===== src/rtl/jericalla_pkg.sv =====
// Shared widths, program-word control codes and sequencer state encoding
// for the Jericalla instruction sequencer.
package jericalla_pkg;

  localparam int INSTR_W = 17;
  localparam int DATA_W  = 32;
  localparam int CTRL_W  = 2;
  localparam int WORD_W  = CTRL_W + INSTR_W;

  localparam logic [CTRL_W-1:0] CTRL_NORMAL = 2'b00;
  localparam logic [CTRL_W-1:0] CTRL_SKIPZ  = 2'b01;
  localparam logic [CTRL_W-1:0] CTRL_HALT   = 2'b10;

  typedef enum logic [2:0] {
    ST_IDLE,
    ST_FETCH,
    ST_ISSUE,
    ST_CAPTURE,
    ST_DONE
  } state_t;

  typedef struct packed {
    logic [CTRL_W-1:0]  ctrl;
    logic [INSTR_W-1:0] instr;
  } prog_word_t;

endpackage


===== src/rtl/jericalla_prog_rom.sv =====
// Synchronous-read program ROM; contents are preloaded into mem_prog from outside.
module jericalla_prog_rom
  import jericalla_pkg::*;
#(
  parameter int PROG_AW = 4
) (
  input  logic               clk,
  input  logic [PROG_AW-1:0] addr,
  output logic [WORD_W-1:0]  data
);

  logic [WORD_W-1:0] mem_prog [2**PROG_AW];

  // NOTE: memory arrays and their read register get no reset; ROM content is not state.
  always_ff @(posedge clk) begin
    data <= mem_prog[addr];
  end

endmodule


===== src/rtl/jericalla_secuenciador.sv =====
// Program-driven sequencer: fetches words, holds each instruction on the Jericalla
// bus for EXEC_CYCLES, captures salida/ZF_J, advances pc with ZF skip, stops on HALT.
module jericalla_secuenciador
  import jericalla_pkg::*;
#(
  parameter int PROG_AW     = 4,
  parameter int EXEC_CYCLES = 2
) (
  input  logic               clk,
  input  logic               rst,
  input  logic               start,
  input  logic [DATA_W-1:0]  salida,
  input  logic               ZF_J,
  output logic [INSTR_W-1:0] instruccion,
  output logic               instr_valid,
  output logic [PROG_AW-1:0] pc,
  output logic [DATA_W-1:0]  resultado,
  output logic               zf,
  output logic               busy,
  output logic               done
);

  localparam int CNT_W = (EXEC_CYCLES > 1) ? $clog2(EXEC_CYCLES) : 1;

  state_t             state_q, state_d;
  logic [WORD_W-1:0]  rom_data;
  prog_word_t         word;
  logic [PROG_AW-1:0] pc_d;
  logic [PROG_AW:0]   pc_next;
  logic [1:0]         step;
  logic               overflow;
  logic               accept, load_issue, capture, finish;
  logic [CNT_W-1:0]   cnt_q;
  logic [CTRL_W-1:0]  ctrl_q;

  // ROM is addressed with the upcoming pc so the word is ready during FETCH.
  jericalla_prog_rom #(.PROG_AW(PROG_AW)) u_rom (
    .clk  (clk),
    .addr (pc_d),
    .data (rom_data)
  );

  assign word = prog_word_t'(rom_data);

  // NOTE: sequential state uses non-blocking assignments so every register samples pre-edge values.
  always_ff @(posedge clk) begin
    if (rst) state_q <= ST_IDLE;
    else     state_q <= state_d;
  end

  // NOTE: every combinational output gets a default first, so no path infers a latch.
  always_comb begin
    state_d = state_q;
    case (state_q)
      ST_IDLE, ST_DONE: if (start) state_d = ST_FETCH;
      ST_FETCH:         state_d = (word.ctrl == CTRL_HALT) ? ST_DONE : ST_ISSUE;
      ST_ISSUE:         if (cnt_q == '0) state_d = ST_CAPTURE;
      ST_CAPTURE:       state_d = overflow ? ST_DONE : ST_FETCH;
      default:          state_d = ST_IDLE;
    endcase
  end

  always_comb begin
    case (ctrl_q)
      CTRL_SKIPZ:  step = ZF_J ? 2'd2 : 2'd1;
      CTRL_NORMAL: step = 2'd1;
      default:     step = 2'd1;
    endcase
    pc_next    = {1'b0, pc} + (PROG_AW+1)'(step);
    overflow   = pc_next[PROG_AW];
    accept     = (state_q inside {ST_IDLE, ST_DONE}) && (state_d == ST_FETCH);
    load_issue = (state_q == ST_FETCH) && (state_d == ST_ISSUE);
    capture    = (state_q == ST_CAPTURE);
    finish     = (state_q != ST_DONE) && (state_d == ST_DONE);
    pc_d       = pc;
    if (accept)                   pc_d = '0;
    else if (capture && !overflow) pc_d = pc_next[PROG_AW-1:0];
  end

  always_ff @(posedge clk) begin
    if (rst) begin
      instruccion <= '0;
      instr_valid <= 1'b0;
      pc          <= '0;
      resultado   <= '0;
      zf          <= 1'b0;
      busy        <= 1'b0;
      done        <= 1'b0;
      cnt_q       <= '0;
      ctrl_q      <= '0;
    end else begin
      pc          <= pc_d;
      instr_valid <= (state_d == ST_ISSUE) || (state_d == ST_CAPTURE);
      if (accept) begin
        busy <= 1'b1;
        done <= 1'b0;
      end
      if (finish) begin
        busy <= 1'b0;
        done <= 1'b1;
      end
      if (load_issue) begin
        instruccion <= word.instr;
        ctrl_q      <= word.ctrl;
        cnt_q       <= CNT_W'(EXEC_CYCLES - 1);
      end else if ((state_q == ST_ISSUE) && (cnt_q != '0)) begin
        cnt_q <= cnt_q - CNT_W'(1);
      end
      if (capture) begin
        resultado <= salida;
        zf        <= ZF_J;
      end
    end
  end

endmodule

===== config.mk =====
export PLATFORM = sky130hd
export DESIGN_NAME = jericalla_secuenciador
export DESIGN_NICKNAME = d
export VERILOG_FILES = /design/src/rtl/jericalla_pkg.sv /design/src/rtl/jericalla_prog_rom.sv /design/src/rtl/jericalla_secuenciador.sv
export SDC_FILE = /design/constraint.sdc
export NUM_CORES = 1
export LEC_CHECK = 0
export BUFFER_PORTS_ARGS = -buffer_cell sky130_fd_sc_hd__buf_2
export CELL_PAD_IN_SITES_DETAIL_PLACEMENT = 0
export CELL_PAD_IN_SITES_GLOBAL_PLACEMENT = 1
export CORE_MARGIN = 1
export CORE_UTILIZATION = 31
export DETAILED_ROUTE_END_ITERATION = 8
export PLACE_DENSITY_LB_ADDON = 0.25
export RECOVER_POWER = 50
export SLEW_MARGIN = 20
export SYNTH_ARGS = -nofsm -noshare
export SYNTH_HDL_FRONTEND = slang
export SYNTH_SLANG_ARGS = --single-unit

===== constraint.sdc =====
create_clock -name clk -period 1.9 [get_ports clk]
set_clock_uncertainty 0.2 [all_clocks]
set_input_delay 0.19 -clock clk [delete_from_list [all_inputs] [get_ports clk]]
set_output_delay 0.19 -clock clk [all_outputs]
set_load 0.01 [all_outputs]

# After elaboration in Yosys (flattened, before gate mapping)
# Index checks and enable logic that the tools add are counted.
# W data, S select, Z words.
# word_totals
ff_bits	82
out_inout_bits	57
inputBits	36
# classes
n_eq_ne	11
n_mux	13
n_addsub	2
n_reduce_logical	13
# op_table
operator	n
$eq A3 B2 Y1 const B	4
$mux W3	4
$pmux W3 S4	1
$mux W4	2
$eq A3 B1 Y1 const B	2
$eq A3 B3 Y1 const B	2
$reduce_bool A2 Y1	3
$add A4 B2 Y5	1
$logic_and A1 B1 Y1	5
$mux W1	4
$mux W2	2
$reduce_or A2 Y1	2
$logic_not A3 Y1	1
$ne A3 B3 Y1 const B	1
$eq A2 B1 Y1 const B	1
$eq A2 B2 Y1 const B	1
$logic_not A1 Y1	1
$logic_or A1 B1 Y1	1
$sub A1 B1 Y1 const B	1

# Longest topological paths before layout
# depth
word_depth	9
mapped_depth	5
ltp_nobuf	4

# Cells and area by module
# From an unflattened synthesis, not the netlist that was laid out.
# unflattened
hier_cells	321
area_unflattened_um2	2662.6
# by_module_without_submodules
mod	cells_each	n_inst	area_per_inst_um2
jericalla_secuenciador	301	1	2516.2
jericalla_prog_rom	20	1	146.4

# Worst setup path after synthesis
# No wires, ideal clock.
# synth_path
path_kind	reg-to-reg
start	register pc[0]
end	register pc[0]
synth_period_minus_slack_ns	1.496
t_arrival_ns	1.226
n_path_buf	0
path_stages_with_launch	5
required_time_ns	1.630
setup_slack_ns	0.404
path_cell_list	dfxtp_1 -> ha_1 -> and3_1 -> or3_1 -> a21oi_1
# synth_via
elab_chain_len	6
elab_cells_between_ends	9
cone_classes	add/sub: 1; eq/ne: 1; mux: 4; reduce/logical: 3
# synth_lines
item	line_no	source
from (decl)	jericalla_secuenciador.sv:16	output logic [PROG_AW-1:0] pc,
from (signal assigned)	jericalla_secuenciador.sv:92	pc <= pc_d;
$add A4 B2 Y5	jericalla_secuenciador.sv:69	pc_next = {1'b0, pc} + (PROG_AW+1)'(step);
$mux W3	jericalla_secuenciador.sv:58	ST_CAPTURE: state_d = overflow ? ST_DONE : ST_FETCH;
$pmux W3 S4	jericalla_secuenciador.sv:54	case (state_q)
$eq A3 B1 Y1	jericalla_secuenciador.sv:71	accept = (state_q inside {ST_IDLE, ST_DONE}) && (state_d == ST_FETCH);
$logic_and A1 B1 Y1	jericalla_secuenciador.sv:71	
$mux W4 (*)	jericalla_secuenciador.sv:76	if (accept) pc_d = '0;
# Every way passes the cells marked *; elsewhere a longest branch is shown, timed or not.
# A chain may end at the register's enable or synchronous reset.

# Worst setup path after layout
# Same ends and word-level chain as after synthesis.

==> out/metrics.cfg <==
[outcome]
status = complete, no violations

[global_route]
antenna_found_initial = 0
track_usage = 0.143
grt_pass1_vias = 1555
grt_max_degree = 25
overflow = 0
grt_pass1_wl_mm = 6.88

[critical_path]
required_ns = 1.93
cp_data_arrival_time_ns = 1.59
worst-setup-path-type = flop to flop
critPathLaunchType = flop
path_max_fanout = 6
end_kind = flop
r2r_setup_slack_ns = 0.34

[cells_and_area]
area_delta_synth_final_pct = 39.0
ff_latch_area_um2 = 881
fin_nets = 356
multi_input_area_um2 = 768
final_cells = 392
drive_gt1_frac = 0.219
n_fill_cell = 581
antennaDiodeCount = 0

[logic_synthesis]
synth_seq_cells = 44
synth_area_leaders = dfxtp_1, nand2_1, a21oi_1
synth-async-reset-ratio = 0
synth_top_area_cell = dfxtp_1
muxShareOfSynthArea = 0
synth_area_mm2 = 0.00183
yosysMostFrequentCell = nand2_1
syn_area_per_cell_um2 = 8.62
yosysWarnings = 0
synth_top_family_by_area = simple AND/OR/NAND/NOR gates
synth.top_cell.area_share = 0.482
synth_top_flop_cell = dfxtp_1
ys_seq_area_frac = 0.482
synth-simple-area-share = 0.218
synth_edf_count = 0
synthTopCellsByCount = nand2_1, dfxtp_1, a21oi_1
yosysUniqueCellTypes = 30
synth_fa_ha_area_frac = 0.00685
synth_compound_area_frac = 0.161
syn_inst = 212
synth-xor-area-share = 0

[floorplan]
die_area_mm2 = 0.00620
num_rows = 27
initial_core_util = 0.326
die_h_um = 78.8
ioPinCount = 93
die-width_um = 78.8
coreArea_mm2 = 0.00561

[clock_tree]
clk_path_buf_depth = 2
clock_latency_ns = 0.29
cts-root-buf = clkbuf_8
numCtsBuffers = 5
cts_setup_buffers = 0
cts_sinks = 44
cts-resized-gates = 0
htreeDepth = 2
cts_tree = done
clk_pin_slew_ns = 0.08

[sta]
final.setup.tns_ns = 0
finalCriticalPeriod_ns = 1.56
grt_setup_unrepaired = no
fmax_mhz = 639
setup_viol = 0
finalHoldViolCount = 0
report.final.slew_viol_count = 0
fin_crit_sh = 0.823

[job]
drv_cap = 0

[detailed_routing]
routedWlPerCell_um = 10.7
first_pass_iters = 4
drc = 0
vias_per_cell = 4.23
ant_nets = 0
first_iter_violations = 37
wl_mm = 4.20
num_vias = 1659

[placed_design]
portBuffers = 75
gp_congestion = 0.703
placed_cells = 351
hpwl_mm = 2.68

[power_and_ir_drop]
p_sw_mw = 0.361
intPower_mw = 1.30
power_switching_share = 0.218
peakVddDrop_mv = 0.224
p_per_area_mw_per_mm2 = 654
clock_power_share = 0.360
combPwrFrac = 0.083
sequentialPowerShare = 0.558
leakagePower_nw = 0.951

[hold_path]
hold_class = input port to flop

## cells in the final DEF (no fill, tap or decap), drive strengths merged
cell type     n
a211oi        1
a21o          1
a21oi        39
a221oi        1
and3          1
and3b         1
buf          42
clkbuf       47
conb         17
dfxtp        44
dlygate4sd3  33
ha            1
inv           2
nand2        69
nand3         3
nand3b        1
nor2          1
nor2b         3
nor3          2
nor3b         3
o21ai         2
o21bai        1
o22ai         1
o31ai         1
or2b          1
or3           2
## metal layers
layer | vias up | global-route usage | part of all wire
met1 | 720 | 0.171 | 0.48
li1 | 869 | - | -
met4 | 0 | 0.0611 | 0.017
met2 | 64 | 0.239 | 0.44
met3 | 6 | 0.0379 | 0.064
met5 | - | 0 | 0
## kinds of logic after synthesis
group / Yosys count
AOI/OAI and AO/OA: 47
adders and majority gates: 1
buffers and inverters: 32
DFF: 44
other: 1
and+or+nand+nor: 87
## power groups by stage
stage / Sequential (mW) / Clock [mW] / Combinational, mW
2_1_floorplan: 0.948 / 0 / 0.0637
3_3_place_gp: 0.948 / 0 / 0.0857
3_5_place_dp: 0.948 / 0 / 0.0848
4_1_cts: 0.926 / 0.625 / 0.137
5_1_grt: 0.927 / 0.667 / 0.149
6_report: 0.926 / 0.597 / 0.137
## worst max-delay path: stages (launching register included)
cell and delay (ns):
dfxtp_1 0.35, ha_1 0.24, and3_1 0.25, or3_1 0.32, a21oi_1 0.14
## worst paths after layout
| path | from | endpoint | cells after the start |
|---|---|---|---|
| min reg2reg | resultado[30] | resultado[30] | 2 |
| max | pc[0] | pc[0] | 4 |
| max reg2reg | pc[0] | pc[0] | 4 |
| min | start | state_q[2] | 3 |
## sequential cells by signal (all words and copies together), names as in the netlist
signal and count:
instr_valid 1, done 1, cnt_q 1, busy 1, state_q 3, resultado 32
pc 4, zf 1
## layout make-up
class / instances / area share
Sequential cell: 44 / 0.347
Multi-Input combinational cell: 152 / 0.303
Timing Repair Buffer: 114 / 0.276
Clock buffer: 8 / 0.0355
Tap cell: 72 / 0.0355
Inverter: 2 / 0.00296
## per-stage QoR
stage | worst slack (ns) | instance area, um2 | utilization | total power [mW] | hold slack, ns
final | 0.336 | 2540 | 0.453 | 1.66 | 0.0281
after global routing | 0.130 | 2540 | 0.453 | 1.74 | 0.0298
after CTS | 0.339 | 2590 | 0.461 | 1.69 | 0.0193
after detailed placement | 0.362 | 2170 | 0.386 | 1.03 | 0.235
after global placement | 0.356 | 2170 | 0.386 | 1.03 | 0.231
after floorplan | 0.404 | 1890 | - | 1.01 | 0.117
## timing repair
action                                 4_1_cts  5_1_grt
setup endpoints to repair                    0        0
hold buffers                                33        0
endpoints found under the hold margin       33        0
Power figures use the tool's default switching activity.
